`src/rtl/exp5_unidade_controle_pkg.sv`:
```
// State codes for the memory-game control unit. The hex decoder in the
// level-above top module and the testbench use these same codes.
package exp5_unidade_controle_pkg;

    typedef enum logic [3:0] {
        inicial     = 4'b0000,
        preparacao  = 4'b0001,
        espera      = 4'b0010,
        registra    = 4'b0100,
        comparacao  = 4'b0101,
        proximo     = 4'b0110,
        fim_acertou = 4'b1010,
        fim_errou   = 4'b1110,
        fim_timeout = 4'b1101
    } estado_t;

    // Any of the three terminal states (win, loss, timeout).
    function automatic logic is_fim(input estado_t e);
        return (e == fim_acertou) || (e == fim_errou) || (e == fim_timeout);
    endfunction

endpackage

```
`src/rtl/exp5_unidade_controle_contador_m.sv`:
```
// Modulo-M counter with synchronous clear and count enable; fim flags Q == M-1.
module contador_m #(
    parameter int M = 16,
    parameter int N = (M > 1) ? $clog2(M) : 1
) (
    input  logic         clock,
    input  logic         zera_s,
    input  logic         conta,
    output logic [N-1:0] Q,
    output logic         fim
);

    // Count register: clear has priority over enable, wraps after M-1.
    always_ff @(posedge clock) begin
        if (zera_s) begin
            Q <= '0;
        end else if (conta) begin
            Q <= (Q == N'(M - 1)) ? '0 : Q + N'(1);
        end
    end

    assign fim = (Q == N'(M - 1));

endmodule

```
`src/rtl/exp5_unidade_controle.sv`:
```
// Moore control unit sequencing the memory-game datapath: clear, wait for a
// play, register it, compare against the ROM word, advance or finish.
module exp5_unidade_controle
    import exp5_unidade_controle_pkg::*;
#(
    parameter int TIMEOUT_CICLOS = 5000
) (
    input  logic       clock,
    input  logic       reset,
    input  logic       iniciar,
    input  logic       jogada_feita,
    input  logic       igual,
    input  logic       fimC,
    output logic       zeraR,
    output logic       registraR,
    output logic       zeraC,
    output logic       contaC,
    output logic       pronto,
    output logic       acertou,
    output logic       errou,
    output logic       timeout,
    output logic [3:0] db_estado
);

    localparam int TW = (TIMEOUT_CICLOS > 1) ? $clog2(TIMEOUT_CICLOS) : 1;

    estado_t         estado_atual;
    estado_t         estado_seg;
    logic [TW-1:0]   timer_q;
    logic            timer_fim;
    logic            timer_zera;
    logic            timer_conta;
    logic            timer_esgotado;

    // The timer restarts whenever a fresh wait window begins; it only runs
    // in espera and stops at its last value instead of wrapping.
    assign timer_zera     = reset || (estado_atual == preparacao) ||
                            (estado_atual == registra) || (estado_atual == proximo);
    assign timer_conta    = (estado_atual == espera) && !timer_fim;
    assign timer_esgotado = (timer_q == TW'(TIMEOUT_CICLOS - 1));

    contador_m #(
        .M (TIMEOUT_CICLOS),
        .N (TW)
    ) u_timer (
        .clock  (clock),
        .zera_s (timer_zera),
        .conta  (timer_conta),
        .Q      (timer_q),
        .fim    (timer_fim)
    );

    // State register with synchronous reset.
    always_ff @(posedge clock) begin
        if (reset) begin
            estado_atual <= inicial;
        end else begin
            estado_atual <= estado_seg;
        end
    end

    // Next-state logic; a play on the last allowed cycle beats the timeout.
    always_comb begin
        estado_seg = inicial;
        case (estado_atual)
            inicial:     estado_seg = iniciar ? preparacao : inicial;
            preparacao:  estado_seg = espera;
            espera: begin
                if (jogada_feita) begin
                    estado_seg = registra;
                end else if (timer_esgotado) begin
                    estado_seg = fim_timeout;
                end else begin
                    estado_seg = espera;
                end
            end
            registra:    estado_seg = comparacao;
            comparacao: begin
                if (!igual) begin
                    estado_seg = fim_errou;
                end else if (fimC) begin
                    estado_seg = fim_acertou;
                end else begin
                    estado_seg = proximo;
                end
            end
            proximo:     estado_seg = espera;
            fim_acertou,
            fim_errou,
            fim_timeout: estado_seg = iniciar ? preparacao : estado_atual;
            default:     estado_seg = inicial;
        endcase
    end

    // Moore outputs decoded from the current state only.
    always_comb begin
        zeraR     = 1'b0;
        registraR = 1'b0;
        zeraC     = 1'b0;
        contaC    = 1'b0;
        acertou   = 1'b0;
        errou     = 1'b0;
        timeout   = 1'b0;
        case (estado_atual)
            preparacao: begin
                zeraR = 1'b1;
                zeraC = 1'b1;
            end
            registra:    registraR = 1'b1;
            proximo:     contaC    = 1'b1;
            fim_acertou: acertou   = 1'b1;
            fim_errou:   errou     = 1'b1;
            fim_timeout: timeout   = 1'b1;
            default: ;
        endcase
        pronto = is_fim(estado_atual);
    end

    assign db_estado = estado_atual;

endmodule

```
`config.mk`:
```
export PLATFORM = sky130hd
export DESIGN_NAME = exp5_unidade_controle
export DESIGN_NICKNAME = d
export VERILOG_FILES = /design/src/rtl/exp5_unidade_controle_pkg.sv /design/src/rtl/exp5_unidade_controle_contador_m.sv /design/src/rtl/exp5_unidade_controle.sv
export SDC_FILE = /design/constraint.sdc
export NUM_CORES = 1
export LEC_CHECK = 0
export CORE_ASPECT_RATIO = 1.4
export CORE_MARGIN = 4
export CORE_UTILIZATION = 55
export DETAILED_ROUTE_END_ITERATION = 12
export PLACE_DENSITY_LB_ADDON = 0.05
export SYNTH_ARGS = -nofsm -noshare
export SYNTH_HDL_FRONTEND = slang
export SYNTH_HIERARCHICAL = 1
export SYNTH_SLANG_ARGS = --single-unit
```
`constraint.sdc`:
```
create_clock -name clock -period 3.65 [get_ports clock]
set_input_delay 0.5475 -clock clock [delete_from_list [all_inputs] [get_ports clock]]
set_output_delay 0.5475 -clock clock [all_outputs]
set_load 0.02 [all_outputs]
```
==> impl_metrics.yaml, run 1 <==
final_layout:
  drive_above_1_share_pct: 6.38
  final_cell_mix: "nor2_1 (20), dfxtp_1 (17), clkdlybuf4s50_1 (17)"
  postLayoutCellArea_mm2: 0.00119
  multi_input_area_um2: 611
  n_antenna_cell: 0
  nNetsFinal: 149
  fillCellCount: 159
  final_common_cell: "nor2_1"
  fin_util_pct: 67.9
  area_growth_pct: 18.7
  stdcell_count: 161
  seq_area_um2: 340
placed_design:
  io_buffer_count: 17
  dpl.hpwl_mm: 1.57
  dp.cells: 157
  placed_cell_area_mm2: 0.00116
  gp_congestion: 0.866
floorplan:
  io_pins: 18
  initial_utilization_pct: 57.2
  coreArea_mm2: 0.00176
  die_h_um: 58.6
  dieWidth_um: 44.1
  design.die.area_mm2: 0.00258
  num_rows: 18
clock_network:
  cts_tree: "built"
  cts_hold_buffers: 0
  cts_sinks: 17
  clkLatencyLatePin_ns: 0.29
  htree_levels: 1
  clk_pin_slew_ns: 0.10
  cts.repair.resized: 0
  cts_buffers: 3
  cts_root_buf: "clkbuf_4"
  cts_max_path_buffers: 2
  cts_setup_buffers: 0
power_and_ir_drop:
  p_seq_share_pct: 54.3
  p_leak_nw: 0.392
  vdd_drop_max_mv: 0.234
  power_density_mw_per_mm2: 313
  internal_power_uw: 265
  power_frac_comb_pct: 18.6
  p_clk_share_pct: 27.2
  p_sw_share_pct: 28.8
  power_switching_uw: 107
setup_path:
  cp-start-kind: "flip-flop"
  arrival_ns: 2.02
  path_max_fanout: 13
  endpoint_kind: "output port"
  required_ns: 3.10
  worstSetupPathType: "flip-flop to output port"
timing:
  hold_viol: 0
  setup_viol: 0
  period_needed_ns: 2.57
  slew_headroom_pct: 66.6
  worst_pin_slew_ns: 0.500
  fin_crit_sh_pct: 70.5
  holdWs_ns: 0.560
  finClkSkew_ns: 0.00363
  rsz0062_at_grt: "false"
  fmax_ghz: 0.389
  fin_tns_setup_ns: 0
  finalMaxSlewViolations: 0
route:
  drtPass1Iterations: 4
  final_antenna_net_count: 0
  via_per_inst: 5.91
  drt-initial-drc-count: 24
  drt_wl_total_mm: 2.14
  routedWlPerCell_um: 13.3
  drc: 0
  vias: 951
synthesis:
  yosysSeqAreaShare_pct: 33.9
  synthesis.area_mm2: 0.00100
  syn_area_per_cell_um2: 7.97
  syn_inst: 126
  synth_fp_nets: 133
  synth_edf_count: 0
  ys_warn_count: 6
  synth.distinct_cells: 38
  ys_seq_elements: 17
  synth_flop_cell: "dfxtp_1"
  async_flop_share_pct: 0
grt:
  grt_overflow: 0
  grt_start_max_net_pins: 18
  grt_pass1_vias: 880
  grt_pass1_wl_mm: 3.63
  antenna_found_initial: 0
  gr-usage-all-layers_pct: 18.5
outcome:
  status: "finished, final reports clean"
job:
  drv_cap: 0
min_path:
  min_path_type: "flip-flop to flip-flop"
==> sequential cells by signal, indices dropped and copies added (netlist names) <==
signal,count
db_estado,4
u_timer/Q,13
==> worst max-delay path, stage by stage, from the launching register on <==
cell and delay [ns]:
dfxtp_1 0.58, nand2_1 0.18, o21ai_0 0.22, and2_1 0.15, clkdlybuf4s50_1 0.59
==> per-layer routing <==
metal | up-vias | wire (um) | global-route usage [%]
met1 | 433 | 860 | 18.1
met2 | 40 | 1100 | 35.6
met5 | - | 0 | 0
li1 | 467 | - | -
met4 | 0 | 46 | 9.91
met3 | 11 | 134 | 2.75
==> cell type report <==
type / instances / share of cell area (%)
sequential: 17 / 28.5
timing repair buffer: 17 / 14.3
clock inverter: 1 / 0.420
tap: 20 / 2.10
multi-input combinational: 98 / 51.2
inverter: 5 / 1.57
clock buffer: 3 / 1.89
==> cells by family (layout without fill, tap and decap cells) <==
family / after synthesis / after routing / synth area share, %
simple gates: 61 / 61 / 33.3
compound gates: 22 / 22 / 13.9
flops: 17 / 17 / 33.9
xor+xnor: 13 / 13 / 11.3
buf+inv: 11 / 26 / 5.35
fa+ha+maj: 1 / 1 / 1.25
mux: 1 / 1 / 0.996
==> through the flow <==
step | setup WS [ns] | total power, mW
after global placement | 1.29 | 0.275
final | 1.08 | 0.373
after CTS | 1.09 | 0.374
after global routing | 0.862 | 0.394
after floorplan | 1.55 | 0.253
after detailed placement | 1.20 | 0.276
==> power groups by stage <==
stage | Combinational [mW] | Clock, mW | Sequential, mW
finish | 0.0692 | 0.101 | 0.202
global route | 0.0760 | 0.114 | 0.204
CTS | 0.0696 | 0.103 | 0.202
detailed placement | 0.0694 | 0 | 0.206
global placement | 0.0685 | 0 | 0.206
floorplan | 0.0494 | 0 | 0.204
==> synthesized netlist by cell type, drive strengths merged, types with 2 or more instances <==
master  number  area, um^2
inv          5        18.8
nand4        4        25.0
xnor2        9        78.8
o21ai        2        10.0
clkbuf       3        11.3
a21o         2        16.3
o21bai       2        15.0
nor2        20        75.1
nor3         8        40.0
or4b         3        33.8
buf          3        23.8
dfxtp       17         340
nand3        2        10.0
nand2       11        41.3
xor2         4        35.0
nor4         3        40.0
a21oi       11        55.1
nand2b       3        18.8
==> path summary, 6_finish.rpt <==
check             cells past startpoint  slack (ns)          start            end
hold reg to reg                       2        0.56  u_timer/Q[12]  u_timer/Q[12]
setup reg to reg                      6        1.09   db_estado[1]   u_timer/Q[9]
hold / removal                        2        0.56  u_timer/Q[12]  u_timer/Q[12]
setup / recovery                      4        1.08   db_estado[0]         pronto
(Power assumes the default switching activity.)
==> inputs of run 2 (changes only) <==
--- a/config.mk
+++ b/config.mk
@@ -7,7 +7,7 @@
 export LEC_CHECK = 0
 export CORE_ASPECT_RATIO = 1.4
 export CORE_MARGIN = 4
-export CORE_UTILIZATION = 55
+export CORE_UTILIZATION = 46
 export DETAILED_ROUTE_END_ITERATION = 12
 export PLACE_DENSITY_LB_ADDON = 0.05
 export SYNTH_ARGS = -nofsm -noshare
==> constraint.sdc (replaced) <==
create_clock -name clock -period 2.1 [get_ports clock]
set_input_delay 0.315 -clock clock [delete_from_list [all_inputs] [get_ports clock]]
set_output_delay 0.315 -clock clock [all_outputs]
set_load 0.02 [all_outputs]
==> run 2 against run 1 <==
Combinational power grew 120%. Register-to-register slack got worse by 0.97 ns. Sequential power grew 66%. Via count is 2.1% lower. Global-route usage is 2.4 points lower. Worst setup slack got worse by 0.95 ns. Clock skew rose by 0.0064 ns. Highest routed layer unchanged.
==> impl_metrics.yaml, run 2 (synthesized netlist as in run 1, its figures left out) <==
setup_path:
  reg2reg_to: "u_timer/Q[11]"
  endpoint_kind: "flip-flop"
  cp-endpoint: "u_timer/Q[11]"
  r2r-start: "db_estado[2]"
  reg2reg_slack_ns: 0.12
  cp_cell_sequence: "or4b_1 > nor2_4 > nand4_1 > nor3_2 > xnor2_1 > nor2_1"
  critical_path.max_stage_delay_ns: 0.61
  worstSetupPathType: "flip-flop to flip-flop"
  arrival_ns: 2.14
  cp-start-kind: "flip-flop"
  worst_path_max_delay_cell: "or4b_1"
  crit_start: "db_estado[2]"
  required_ns: 2.27
  path_max_fanout: 5
  r2r_cells: 6
clock_network:
  cts_max_path_buffers: 2
  cts_tree: "built"
  cts_setup_buffers: 0
  cts_buffers: 3
  clkLatencyLatePin_ns: 0.28
  cts_sinks: 17
  cts_root_buf: "clkbuf_4"
  clk_pin_slew_ns: 0.10
  htree_levels: 1
floorplan:
  io_pins: 18
  num_rows: 19
  initial_utilization_pct: 49.7
  design.die.area_mm2: 0.00301
  die_h_um: 63.3
  coreArea_mm2: 0.00202
  dieWidth_um: 47.5
power_and_ir_drop:
  power_density_mw_per_mm2: 508
  vdd_drop_max_mv: 0.378
  p_leak_nw: 0.542
grt:
  gr-usage-all-layers_pct: 16.1
  grt_start_max_net_pins: 17
  antenna_found_initial: 0
  grt_pass1_wl_mm: 3.65
  grt_overflow: 0
  grt_pass1_vias: 834
route:
  routedWlPerCell_um: 13.2
  vias: 931
  via_per_inst: 5.51
  drt-initial-drc-count: 24
  final_antenna_net_count: 0
  drtPass1Iterations: 4
  drc: 0
  drt_wl_total_mm: 2.23
timing:
  hold_viol: 0
  finalMaxSlewViolations: 0
  finClkSkew_ns: 0.0101
  fin_crit_sh_pct: 94.1
  worst_pin_slew_ns: 0.363
  setup_slack_ns: 0.124
  fmax_ghz: 0.506
  setup_viol: 0
  slew_headroom_pct: 75.2
  period_needed_ns: 1.98
final_layout:
  stdcell_count: 169
  largest_reg_flops: 13
  final_common_cell: "nor2_1"
  nNetsFinal: 156
  postLayoutCellArea_mm2: 0.00128
  n_antenna_cell: 0
  fillCellCount: 192
  fin_util_pct: 63.6
  drive_above_1_share_pct: 12.8
  final_cell_mix: "nor2_1 (19), dfxtp_1 (16), nand2_1 (11), a21oi_1 (11)"
  top_register: "u_timer/Q"
  area_growth_pct: 27.9
placed_design:
  dpl.hpwl_mm: 1.69
  io_buffer_count: 17
  gp_congestion: 0.820
  post-place-ws_ns: 0.0544
  placed_cell_area_mm2: 0.00122
  dp.cells: 165
outcome:
  status: "finished, final reports clean"
job:
  drv_cap: 0
min_path:
  whs_path_depth: 2
  min_path_type: "flip-flop to flip-flop"
==> run 2: changes by cell type in the layout (fill, tap and decap cells not counted), sizes merged <==
cell	delta
dlymetal6s2s	+6
buf	+7
clkinv	-1
clkbuf	+1
dlygate4sd2	+2
clkdlybuf4s50	-8
==> run 2: worst max-delay path: cells and delay by family (launching register included) <==
family / cells / cell delay (ns)
XOR/XNOR: 1 / 0.14
flip-flops: 1 / 0.33
AND/OR/NAND/NOR: 5 / 1.39
==> run 2: worst min path at each step <==
| stage | from | endpoint | slack, ns |
|---|---|---|---|
| floorplan | reset | db_estado[1] | 0.38 |
| global placement | u_timer/Q[10] | u_timer/Q[10] | 0.54 |
| detailed placement | u_timer/Q[1] | u_timer/Q[1] | 0.55 |
| CTS | u_timer/Q[1] | u_timer/Q[1] | 0.57 |
| global route | u_timer/Q[1] | u_timer/Q[1] | 0.62 |
| finish | u_timer/Q[1] | u_timer/Q[1] | 0.57 |
==> run 2: routing by layer <==
metal	vias up	wire length (um)	global-route usage, %
met5	-	0	0
met4	0	20	5.88
met3	2	130	1.71
met2	19	1180	27.3
met1	426	904	19.7
li1	484	-	-
==> run 2: where the power goes <==
group          internal (mW)  total, mW  switching [mW]  leakage (nW)
clock                 0.0735      0.168          0.0945        0.0150
sequential             0.330      0.336         0.00518         0.138
combinational         0.0689      0.149          0.0802         0.389
==> run 2: what timing repair did <==
action / CTS / global route
setup endpoints to repair: 2 / 15
hold buffers: 0 / 0
pin swaps: 0 / 2
gates resized for setup: 2 / 11
==> run 2: area by class of cell <==
type	count	area [um^2]	share of cell area (%)
Tap cell	21	26.3	2.04
Sequential cell	17	342	26.6
Clock buffer	4	26.3	2.04
Timing Repair Buffer	24	235	18.3
Multi-Input combinational cell	98	637	49.6
Inverter	5	18.8	1.46
==> run 2: per-stage QoR <==
step           setup TNS, ns  hold slack [ns]  total power [mW]
6_report                   0            0.565             0.653
5_1_grt              -0.0336            0.618             0.687
4_1_cts                    0            0.569             0.659
3_5_place_dp               0            0.552             0.493
3_3_place_gp               0            0.539             0.490
2_1_floorplan              0            0.377             0.441
